[src/rtl/fir_mac_sequencer.sv]
// fir_mac_sequencer: time-multiplexed FIR controller. It has one shared multiplier,
// a circular sample buffer, and round/saturate on output.
module fir_mac_sequencer #(
  parameter int NTAPS = 31,
  parameter int DW    = 10,
  parameter int CW    = 16,
  parameter int CFRAC = 15,
  parameter int ACCW  = 32
) (
  input  logic                     clk,
  input  logic                     reset,
  input  logic                     sample_valid,
  input  logic [DW-1:0]            sample_in,
  output logic                     sample_ready,
  output logic [$clog2(NTAPS)-1:0] coef_addr,
  input  logic [CW-1:0]            coef_data,
  output logic                     out_valid,
  output logic [DW-1:0]            out_data,
  output logic                     busy,
  output logic                     overrun,
  input  logic                     overrun_clr
);
  localparam int AW = $clog2(NTAPS);
  localparam logic [1:0] IDLE = 2'd0, ACCUM = 2'd1, ROUND = 2'd2;
  localparam logic [AW-1:0] KLAST = AW'(NTAPS - 1);
  localparam logic [AW-1:0] NTA = AW'(NTAPS);
  logic [1:0] state;
  logic [AW-1:0] wp, k, rd_idx;
  logic [DW-1:0] smp [NTAPS];
  logic [ACCW-1:0] acc;
  logic [DW+CW-1:0] prod;
  logic [ACCW:0] rsum, r;
  assign sample_ready = state == IDLE;
  assign busy = state == ACCUM || state == ROUND;
  assign coef_addr = k;
  // AW-bit modular arithmetic keeps the wrapped index exact even when NTAPS == 2^AW
  assign rd_idx = wp >= k ? wp - k : wp + NTA - k;
  assign prod = coef_data * smp[rd_idx];
  assign rsum = {1'b0, acc} + ((ACCW + 1)'(1) << (CFRAC - 1));
  assign r = rsum >> CFRAC;
  always_ff @(posedge clk or posedge reset)
    if (reset) begin
      state <= IDLE;
      wp <= '0;
      k <= '0;
      acc <= '0;
      out_data <= '0;
      out_valid <= 1'b0;
      overrun <= 1'b0;
      for (int i = 0; i < NTAPS; i++) smp[i] <= '0;
    end else begin
      out_valid <= 1'b0;
      overrun <= (sample_valid && busy) ? 1'b1 : overrun_clr ? 1'b0 : overrun;
      case (state)
        IDLE: if (sample_valid) begin
          smp[wp] <= sample_in;
          acc <= '0;
          k <= '0;
          state <= ACCUM;
        end
        ACCUM: begin
          acc <= acc + ACCW'(prod);
          k <= k == KLAST ? '0 : k + 1'b1;
          if (k == KLAST) begin
            wp <= wp == KLAST ? '0 : wp + 1'b1;
            state <= ROUND;
          end
        end
        ROUND: begin
          out_data <= r > (ACCW + 1)'(2 ** DW - 1) ? '1 : r[DW-1:0];
          out_valid <= 1'b1;
          state <= IDLE;
        end
        default: state <= IDLE;
      endcase
    end
endmodule
[config.mk]
export PLATFORM = sky130hd
export DESIGN_NAME = fir_mac_sequencer
export DESIGN_NICKNAME = d
export VERILOG_FILES = /design/src/rtl/fir_mac_sequencer.sv
export SDC_FILE = /design/constraint.sdc
export NUM_CORES = 1
export LEC_CHECK = 0
export CORE_MARGIN = 4
export CORE_UTILIZATION = 41
export DETAILED_ROUTE_END_ITERATION = 7
export HOLD_SLACK_MARGIN = 0.06
export REMOVE_ABC_BUFFERS = 1
export SLEW_MARGIN = 20
export SYNTH_ARGS = -nofsm -noshare
export SYNTH_HDL_FRONTEND = slang
export SYNTH_SLANG_ARGS = --single-unit
[constraint.sdc]
create_clock -name clk -period 18 [get_ports clk]
set_input_delay 3.6 -clock clk [delete_from_list [all_inputs] [get_ports clk]]
set_output_delay 3.6 -clock clk [all_outputs]
set_load 0.02 [all_outputs]
==> results.tsv, run 1 <==
stage	metric	value	unit
outcome	status	completed	
floorplanning	floorplan.initialDensity	41.7	%
clock_network	clock-sinks	366	
route	detail_route.first_pass.iterations	5	
yosys	synth.area.top_cells	dfrtp_1, mux2_2, fa_1	
sta	final.period_utilization	55.2	%
critical_path	worstPathRequired	18.53	ns
finish	postLayoutCellArea	0.0264	mm2
min_path	min_path_type	flip-flop to flip-flop	
placement	postPlaceCellArea	0.0249	mm2
global_route	globalRouteOverflowTotal	0	
finish	multiInputGateArea	0.0132	mm2
sta	slew_headroom	20.8	%
yosys	syn_std_cell_area	0.0236	mm2
global_route	grt_start_max_net_pins	175	
clock_network	cts_tree	yes	
floorplanning	placement_rows	87	
yosys	synth.yosys.seq_area_share	38.7	%
finish	num-nets-final	2429	
critical_path	cp-start-kind	flip-flop	
finish	layout.cells.most_common	dfrtp_1	
critical_path	worst_path_arrival_time	10.46	ns
yosys	syn-instance-count	2168	
floorplanning	dieHeight	248	um
yosys	postSynthRegisterBits	366	
route	drt_first_iter_violations	1194	
sta	grt_setup_unrepaired	no	
clock_network	numCtsBuffers	44	
floorplanning	die_w	248	um
placement	place_hpwl	42.5	mm
flow_run	max_cap_violations	0	
route	viasPerCell	5.60	
sta	finalClockSkew	0.0260	ns
finish	layout.filler_cells	5166	
global_route	global_route_wire_length_before_repair	101	mm
min_path	min_delay_path_depth	1	
yosys	syn-mean-instance-area	10.9	um2
clock_network	cts.path.max_buffers	3	
clock_network	postCtsSetupBuffers	0	
finish	n_diodes	0	
yosys	synth-edff-count	0	
critical_path	worstPathBufferInverterCount	5	
critical_path	worst_path_max_delay_cell	o32ai_2	
clock_network	root_buffer	clkbuf_16	
critical_path	worst-path-max-fanout	63	
clock_network	worstSkewPairLatency	0.60	ns
finish	final_cell_mix	dfrtp_1, mux2_2, inv_1, nand2_1, fa_1	
yosys	dominantRegCellSynth	dfrtp_1	
yosys	synth_top_area_cell	dfrtp_1	
sta	total_negative_setup_slack	0	ns
clock_network	ctsHtreeMaxLevel	2	
critical_path	worst_path_most_repeated_cell	fa_1	
route	finalWirelength	62.5	mm
critical_path	max_stage_delay	0.88	ns
sta	clock.fmax	0.101	GHz
route	drt.antenna.violating_nets	0	
route	drc	0	
yosys	synth_async_sr_flop_share	100	%
sta	timing.final.max_slew_violations	0	
sta	timing_worst_slew_pin_value	1.18	ns
critical_path	critical_path.top_delay_family	adder cells	
finish	layout.area.seq	0.00916	mm2
critical_path	worstSetupEndpointType	flip-flop	
global_route	antenna_found_initial	0	
global_route	track_usage	20.7	%
route	detail_route.wl_per_cell	21.1	um
placement	globalplace.congestion	0.849	
floorplanning	floorplan.die_area	0.0616	mm2
route	routed-via-count	16600	
finish	drive_above_1_share	20.9	%
clock_network	holdBufCountCts	0	
sta	setup_violations	0	
clock_network	clkSlewWorstSetupHoldPaths	0.06	ns
clock_network	cts_resized	0	
floorplanning	core	0.0567	mm2
yosys	synthesis.yosys.warnings	0	
global_route	grt_pass1_vias	17500	
yosys	synth_top_area_share	38.7	%
critical_path	crit_type	flip-flop to flip-flop	
critical_path	worstSetupPathDepth	29	
sta	fin_crit	9.93	ns
critical_path	reg2reg_depth	29	
floorplanning	ioPinCount	49	
placement	buffer_ports.inserted	48	
sta	final-hold-violation-count	0	
yosys	post_synth_num_cell_types	73	
finish	syn_to_final_growth	11.7	%
[final timing paths]
check	start	end	slack, ns
max	coef_addr[0]	acc[25]	8.07
min	out_data[3]	out_data[3]	0.48
max reg2reg	coef_addr[0]	acc[25]	8.07
min reg2reg	out_data[3]	out_data[3]	0.48
max in group asynchronous	reset	smp[145]	12.77
min in group asynchronous	reset	smp[270]	3.61
[kinds of logic after synthesis]
| logic type | after synthesis | synth area share, % |
|---|---|---|
| AO/OA/AOI/OAI | 384 | 11.1 |
| XOR/XNOR | 33 | 1.29 |
| adder cells (fa/ha/maj) | 220 | 16.0 |
| buffers and inverters | 350 | 6.20 |
| flip-flops | 366 | 38.7 |
| multiplexers | 366 | 17.7 |
| AND/OR/NAND/NOR | 449 | 9.03 |
[sequential cells by signal (all words and copies together), names as in the netlist]
| name | flops |
|---|---|
| out_data | 10 |
| out_valid | 1 |
| smp | 310 |
| acc | 32 |
| wp | 5 |
| state | 2 |
| coef_addr | 5 |
| overrun | 1 |
[cell usage after synthesis, types with 22 or more instances]
cell type  number
clkbuf_1       75
a21oi_1        46
a22o_1         26
mux2i_1        48
o22ai_1        25
and2_1         23
nand4_1        22
ha_1           82
nor3_1         45
nand2_1       178
inv_1         228
nor2_1         68
buf_2          23
nand3_1        55
mux2_2        308
fa_1          138
dfrtp_1       366
o21ai_0       118
[metrics by stage]
stage | worst slack [ns] | hold slack (ns) | utilization (%) | cells
6_report | 8.07 | 0.481 | 46.6 | 2965
5_1_grt | 7.50 | 0.499 | 46.6 | 2965
4_1_cts | 8.13 | 0.489 | 46.6 | 2965
3_5_place_dp | 8.15 | 0.478 | 43.9 | 2889
3_3_place_gp | 8.18 | 0.460 | 43.8 | 2889
2_1_floorplan | 4.24 | 0.472 | - | 2046
[per-layer routing]
layer | track usage, % | part of all wire, % | up-vias | routed length (um)
li1 | - | - | 7537 | -
met1 | 28.7 | 45 | 8574 | 28100
met2 | 34.5 | 48 | 421 | 30000
met3 | 2.63 | 4.8 | 83 | 2980
met4 | 6.02 | 2.4 | 0 | 1490
met5 | 0 | 0 | - | 0
[area by class of cell]
| cell class | count | area share, % |
|---|---|---|
| clock buffers | 64 | 4.94 |
| clock inverters | 12 | 0.810 |
| inverters | 228 | 3.27 |
| multi-input cells | 1452 | 49.8 |
| flip-flops and latches | 366 | 34.7 |
| well taps | 756 | 3.58 |
| repair buffers | 87 | 2.92 |
Power of run 1 is not shown: default switching activity piles up to over one toggle a cycle in this logic, so the estimate is an artifact.
==> inputs of run 2 (changes only) <==
- clock period: 18 -> 9 ns (I/O delays scaled with it)
==> run 2 against run 1 <==
Compared with the run above:
- sequential cell count unchanged
- critical path depth increased by 1
- clock skew decreased by 0.0027 ns
- fmax increased by 15%
- final cell count increased by 1.9%
- largest cell class unchanged
==> results.tsv, run 2 (same netlist as run 1, synthesis figures left out) <==
stage	metric	value	unit	change
finish	syn_to_final_growth	14.9	%	
clock_network	cts_tree	yes		
sta	clock.fmax	0.116	GHz	+15%
placement	buffer_ports.inserted	48		unchanged
sta	slew_headroom	22.2	%	+1.3 points
finish	drive_above_1_share	23.2	%	+2.3 points
finish	postLayoutCellArea	0.0272	mm2	+2.8%
route	viasPerCell	5.60		about the same
finish	largest_register_ff_count	310		unchanged
clock_network	holdBufCountCts	0		unchanged
route	drt.antenna.violating_nets	0		unchanged
critical_path	crit-reg2reg-capture	acc[25]		
critical_path	crit_type	flip-flop to flip-flop		
sta	timing_worst_slew_pin_value	1.16	ns	-0.0199 ns
route	detail_route.wl_per_cell	20.9	um	-0.64%
clock_network	ctsHtreeMaxLevel	2		unchanged
critical_path	worst-path-max-fanout	26		-59%
critical_path	worst_path_most_repeated_cell	fa_1		
placement	globalplace.congestion	0.850		about the same
clock_network	root_buffer	clkbuf_16		
finish	num-nets-final	2482		+2.2%
floorplanning	placement_rows	87		unchanged
finish	layout.filler_cells	5084		-1.6%
finish	final_cell_mix	dfrtp_1, mux2_2, inv_1, nand2_1, fa_1		
critical_path	rr_startpoint	coef_addr[0]		
floorplanning	dieHeight	248	um	unchanged
finish	reg_top3	smp: 310 flops, acc: 32 flops, out_data: 10 flops		
floorplanning	floorplan.die_area	0.0616	mm2	unchanged
sta	final-hold-violation-count	0		unchanged
min_path	timing.hold.worst_endpoint	out_data[3]		
sta	setup_violations	0		unchanged
placement	postPlaceCellArea	0.0252	mm2	+1.3%
clock_network	clock-sinks	366		unchanged
critical_path	worst_path_max_delay_cell	fa_1		
critical_path	max_stage_delay	0.64	ns	-0.24 ns
critical_path	worstSetupEndpointType	flip-flop		
min_path	holdCritStartpoint	out_data[3]		
flow_run	max_cap_violations	0		unchanged
floorplanning	die_w	248	um	unchanged
sta	finalClockSkew	0.0233	ns	-0.00275 ns
finish	regMostFlops	smp		
outcome	status	completed		
route	drc	0		unchanged
global_route	grt_start_max_net_pins	190		+8.6%
global_route	global_route_wire_length_before_repair	101	mm	about the same
floorplanning	core	0.0567	mm2	unchanged
critical_path	reg2reg_depth	30		+3.4%
sta	timing.final.max_slew_violations	0		unchanged
clock_network	worstSkewPairLatency	0.58	ns	-0.02 ns
min_path	min_delay_path_depth	1		unchanged
floorplanning	ioPinCount	49		unchanged
finish	n_diodes	0		unchanged
placement	place_hpwl	43.8	mm	+3.2%
clock_network	numCtsBuffers	43		-2.3%
route	finalWirelength	63.3	mm	+1.2%
global_route	globalRouteOverflowTotal	0		unchanged
global_route	grt_pass1_vias	17600		+0.71%
sta	final.period_utilization	95.8	%	+41 points
critical_path	timing.reg2reg.setup_slack	0.38	ns	-7.70 ns
global_route	antenna_found_initial	0		unchanged
clock_network	clkSlewWorstSetupHoldPaths	0.07	ns	about the same
min_path	min_path_type	flip-flop to flip-flop		
critical_path	worstPathRequired	9.51	ns	-9.02 ns
clock_network	cts.path.max_buffers	3		unchanged
global_route	track_usage	20.7	%	-0.046 points
finish	layout.cells.most_common	dfrtp_1		
floorplanning	floorplan.initialDensity	41.7	%	unchanged
route	drt_first_iter_violations	996		-17%
sta	fin_crit	8.62	ns	-1.30 ns
route	routed-via-count	16900		+1.8%
route	detail_route.first_pass.iterations	5		unchanged
critical_path	cp-start-kind	flip-flop		
critical_path	worst_path_arrival_time	9.14	ns	-1.32 ns
run 2: worst max-delay path by stage:
stage,from,endpoint,slack [ns],cells after the start
6_report,coef_addr[0],acc[25],0.38,30
5_1_grt,wp[0],acc[25],-0.002,33
4_1_cts,coef_addr[2],acc[24],0.03,31
3_5_place_dp,wp[0],acc[25],-0.15,32
3_3_place_gp,wp[0],acc[25],-0.11,32
2_1_floorplan,reset,acc[0],-2.96,1
run 2: per-layer routing:
metal	track usage (%)	vias up	share of wire [%]
li1	-	7647	-
met1	28.8	8698	45
met2	33.9	449	46
met3	2.72	123	5.0
met4	6.65	0	3.1
met5	0	-	0
run 2: through the flow:
step	hold slack, ns	setup TNS (ns)	instances	worst slack, ns	utilization, %
2_1_floorplan	0.472	-1098.81	2046	-2.96	-
3_3_place_gp	0.460	-0.187	2919	-0.109	44.5
3_5_place_dp	0.470	-0.367	2919	-0.146	44.5
4_1_cts	0.486	0	2996	0.0339	47.3
5_1_grt	0.506	-0.00249	3020	-0.00249	47.9
6_report	0.481	0	3020	0.375	47.9
run 2: critical path: cells and delay by family, from the launching register on:
| kind | cells | cell delay [ns] |
|---|---|---|
| multiplexers | 1 | 0.35 |
| flip-flops | 1 | 0.39 |
| buffers and inverters | 6 | 0.61 |
| AND/OR/NAND/NOR | 3 | 0.40 |
| adder cells (fa/ha/maj) | 8 | 3.77 |
| AO/OA/AOI/OAI | 12 | 3.02 |
run 2: area by class of cell:
| type | count | area (um2) | share of cell area [%] |
|---|---|---|---|
| clock inverter | 15 | 273 | 1.00 |
| timing repair buffer | 139 | 1420 | 5.24 |
| tap | 756 | 946 | 3.48 |
| clock buffer | 62 | 1310 | 4.81 |
| multi-input combinational | 1454 | 13200 | 48.6 |
| inverter | 228 | 863 | 3.18 |
| sequential | 366 | 9160 | 33.7 |
run 2: what timing repair did:
action | in CTS | in global routing
gates resized for setup | 1 | 18
buffers inserted | 0 | 21
hold endpoints to repair | 0 | 0
endpoints found under the setup margin | 7 | 16
pin swaps | 0 | 7
gates cloned | 0 | 2
Power of run 2 is left out for the same reason.
==> inputs of run 3 (changes only) <==
- CORE_UTILIZATION: 41 -> 58
- PLACE_DENSITY: unset -> 0.78
==> run 3 against run 2 <==
Compared with the run above:
- die area fell by 28%
- final cell count fell by 7.8%
- worst setup slack worse by 0.18 ns
- fmax fell by 2.0%
- clock skew is 0.0052 ns lower
- clock-buffer cell count fell by 3
- register-to-register slack worse by 0.18 ns
- largest cell class unchanged
- highest routed layer is now met5
==> results.tsv, run 3 (same netlist as run 1, synthesis figures left out) <==
stage	metric	value	unit	change
outcome	status	completed		
sta	fin_crit	8.80	ns	+0.176 ns
placement	place_hpwl	42.3	mm	-3.5%
sta	clock.fmax	0.114	GHz	-2.0%
critical_path	worst_path_arrival_time	9.31	ns	+0.17 ns
critical_path	worstPathRequired	9.51	ns	about the same
global_route	track_usage	27.8	%	+7.1 points
sta	worst_hold_slack	0.497	ns	+0.0160 ns
floorplanning	placement_rows	73		-16%
critical_path	cp-start-kind	flip-flop		
finish	layout.area.seq	0.00916	mm2	about the same
route	detail_route.first_pass.iterations	6		+1
floorplanning	ioPinCount	49		unchanged
min_path	min_path_type	flip-flop to flip-flop		
finish	n_diodes	0		unchanged
clock_network	cts_tree	yes		
route	viasPerCell	6.27		+12%
clock_network	ctsHtreeMaxLevel	2		unchanged
clock_network	numCtsBuffers	40		-7.0%
clock_network	root_buffer	clkbuf_16		
min_path	min_delay_path_depth	1		unchanged
route	drt_first_iter_violations	1546		+55%
clock_network	worstSkewPairLatency	0.57	ns	about the same
sta	slew_headroom	21.3	%	-0.84 points
flow_run	max_cap_violations	0		unchanged
sta	final-hold-violation-count	0		unchanged
finish	layout.cells.most_common	dfrtp_1		
global_route	global_route_wire_length_before_repair	98.5	mm	-2.1%
global_route	antenna_found_initial	1		+1
placement	globalplace.congestion	0.930		+9.5%
clock_network	cts.path.max_buffers	3		unchanged
critical_path	crit_type	flip-flop to flip-flop		
placement	buffer_ports.inserted	48		unchanged
finish	num-nets-final	2479		-0.12%
finish	regMostFlops	smp		
clock_network	clkSlewWorstSetupHoldPaths	0.06	ns	about the same
route	drc	0		unchanged
finish	final_cell_mix	dfrtp_1, mux2_2, inv_1, nand2_1, fa_1		
finish	layout.filler_cells	2934		-42%
critical_path	worst_path_most_repeated_cell	fa_1		
critical_path	max_stage_delay	0.70	ns	+0.06 ns
global_route	globalRouteOverflowTotal	0		unchanged
finish	final_cells	2785		-7.8%
route	drt.antenna.violating_nets	0		unchanged
placement	dp_cells	2681		-8.2%
sta	setup_violations	0		unchanged
finish	syn_to_final_growth	12.5	%	
sta	timing.final.max_slew_violations	0		unchanged
critical_path	worst_path_max_delay_cell	a2111oi_0		
floorplanning	core	0.0400	mm2	-29%
route	routed-via-count	17500		+3.3%
critical_path	worst-path-max-fanout	26		unchanged
finish	multiInputGateArea	0.0133	mm2	+0.55%
floorplanning	die_w	210	um	-15%
sta	layout_setup_ws	0.199	ns	-0.176 ns
critical_path	reg2reg_depth	31		+3.3%
finish	drive_above_1_share	23.3	%	+0.13 points
sta	timing_worst_slew_pin_value	1.18	ns	+0.0126 ns
placement	placement.setup.worst_slack	-0.0933	ns	+0.0528 ns
route	detail_route.wl_per_cell	22.3	um	+6.4%
floorplanning	floorplan.initialDensity	59.1	%	+17 points
route	finalWirelength	62.1	mm	-1.9%
floorplanning	dieHeight	210	um	-15%
floorplanning	floorplan.die_area	0.0441	mm2	-28%
clock_network	clock-sinks	366		unchanged
global_route	grt_start_max_net_pins	134		-29%
sta	final.period_utilization	97.8	%	+2.0 points
global_route	grt_pass1_vias	18100		+2.9%
sta	finalClockSkew	0.0180	ns	-0.00521 ns
critical_path	worstSetupEndpointType	flip-flop		
finish	largest_register_ff_count	310		unchanged
finish	reg_top3	smp: 310 flops, acc: 32 flops, out_data: 10 flops		
## run 3: what timing repair did
| item | 4_1_cts | 5_1_grt |
|---|---|---|
| setup endpoints to repair | 7 | 15 |
| gates resized for setup | 4 | 31 |
| pin swaps | 1 | 8 |
| setup buffers | 3 | 26 |
| hold buffers | 0 | 0 |
| cloned | 0 | 2 |
## run 3: worst max-delay path, delay by kind of cell, from the launching register on
family,cells,cell delay (ns)
adders and majority gates,8,3.49
AOI/OAI and AO/OA,10,2.83
buffers and inverters,7,0.89
and+or+nand+nor,5,0.67
DFF,1,0.47
muxes,1,0.35
## run 3: path summary, 6_finish.rpt
kind | end | start | slack [ns]
setup / recovery | acc[25] | wp[0] | 0.20
hold / removal | out_data[3] | out_data[3] | 0.50
setup reg to reg | acc[25] | wp[0] | 0.20
hold reg to reg | out_data[3] | out_data[3] | 0.50
max in group asynchronous | acc[0] | reset | 5.63
min in group asynchronous | smp[163] | reset | 1.83
## run 3: layer usage
metal | GRT usage (%) | up-vias | share of wire (%)
met2 | 45.7 | 731 | 48
met1 | 37.2 | 8908 | 41
met3 | 4.89 | 168 | 6.8
met4 | 10.7 | 2 | 3.9
li1 | - | 7659 | -
met5 | 0 | - | 0.013
## run 3: cell type report
class,count,share of cell area (%)
multi-input combinational,1454,49.9
sequential,366,34.4
timing repair buffer,139,4.72
clock buffer,59,4.37
inverter,228,3.26
tap,525,2.47
clock inverter,14,0.893
## run 3: stage by stage
stage | area (um2) | util [%] | TNS [ns]
floorplan | 23000 | - | -1098.81
global placement | 24800 | 61.9 | 0
detailed placement | 24800 | 61.9 | -0.119
CTS | 26200 | 65.6 | 0
global route | 26600 | 66.5 | -0.182
finish | 26600 | 66.5 | 0
Power of run 3 is left out for the same reason.
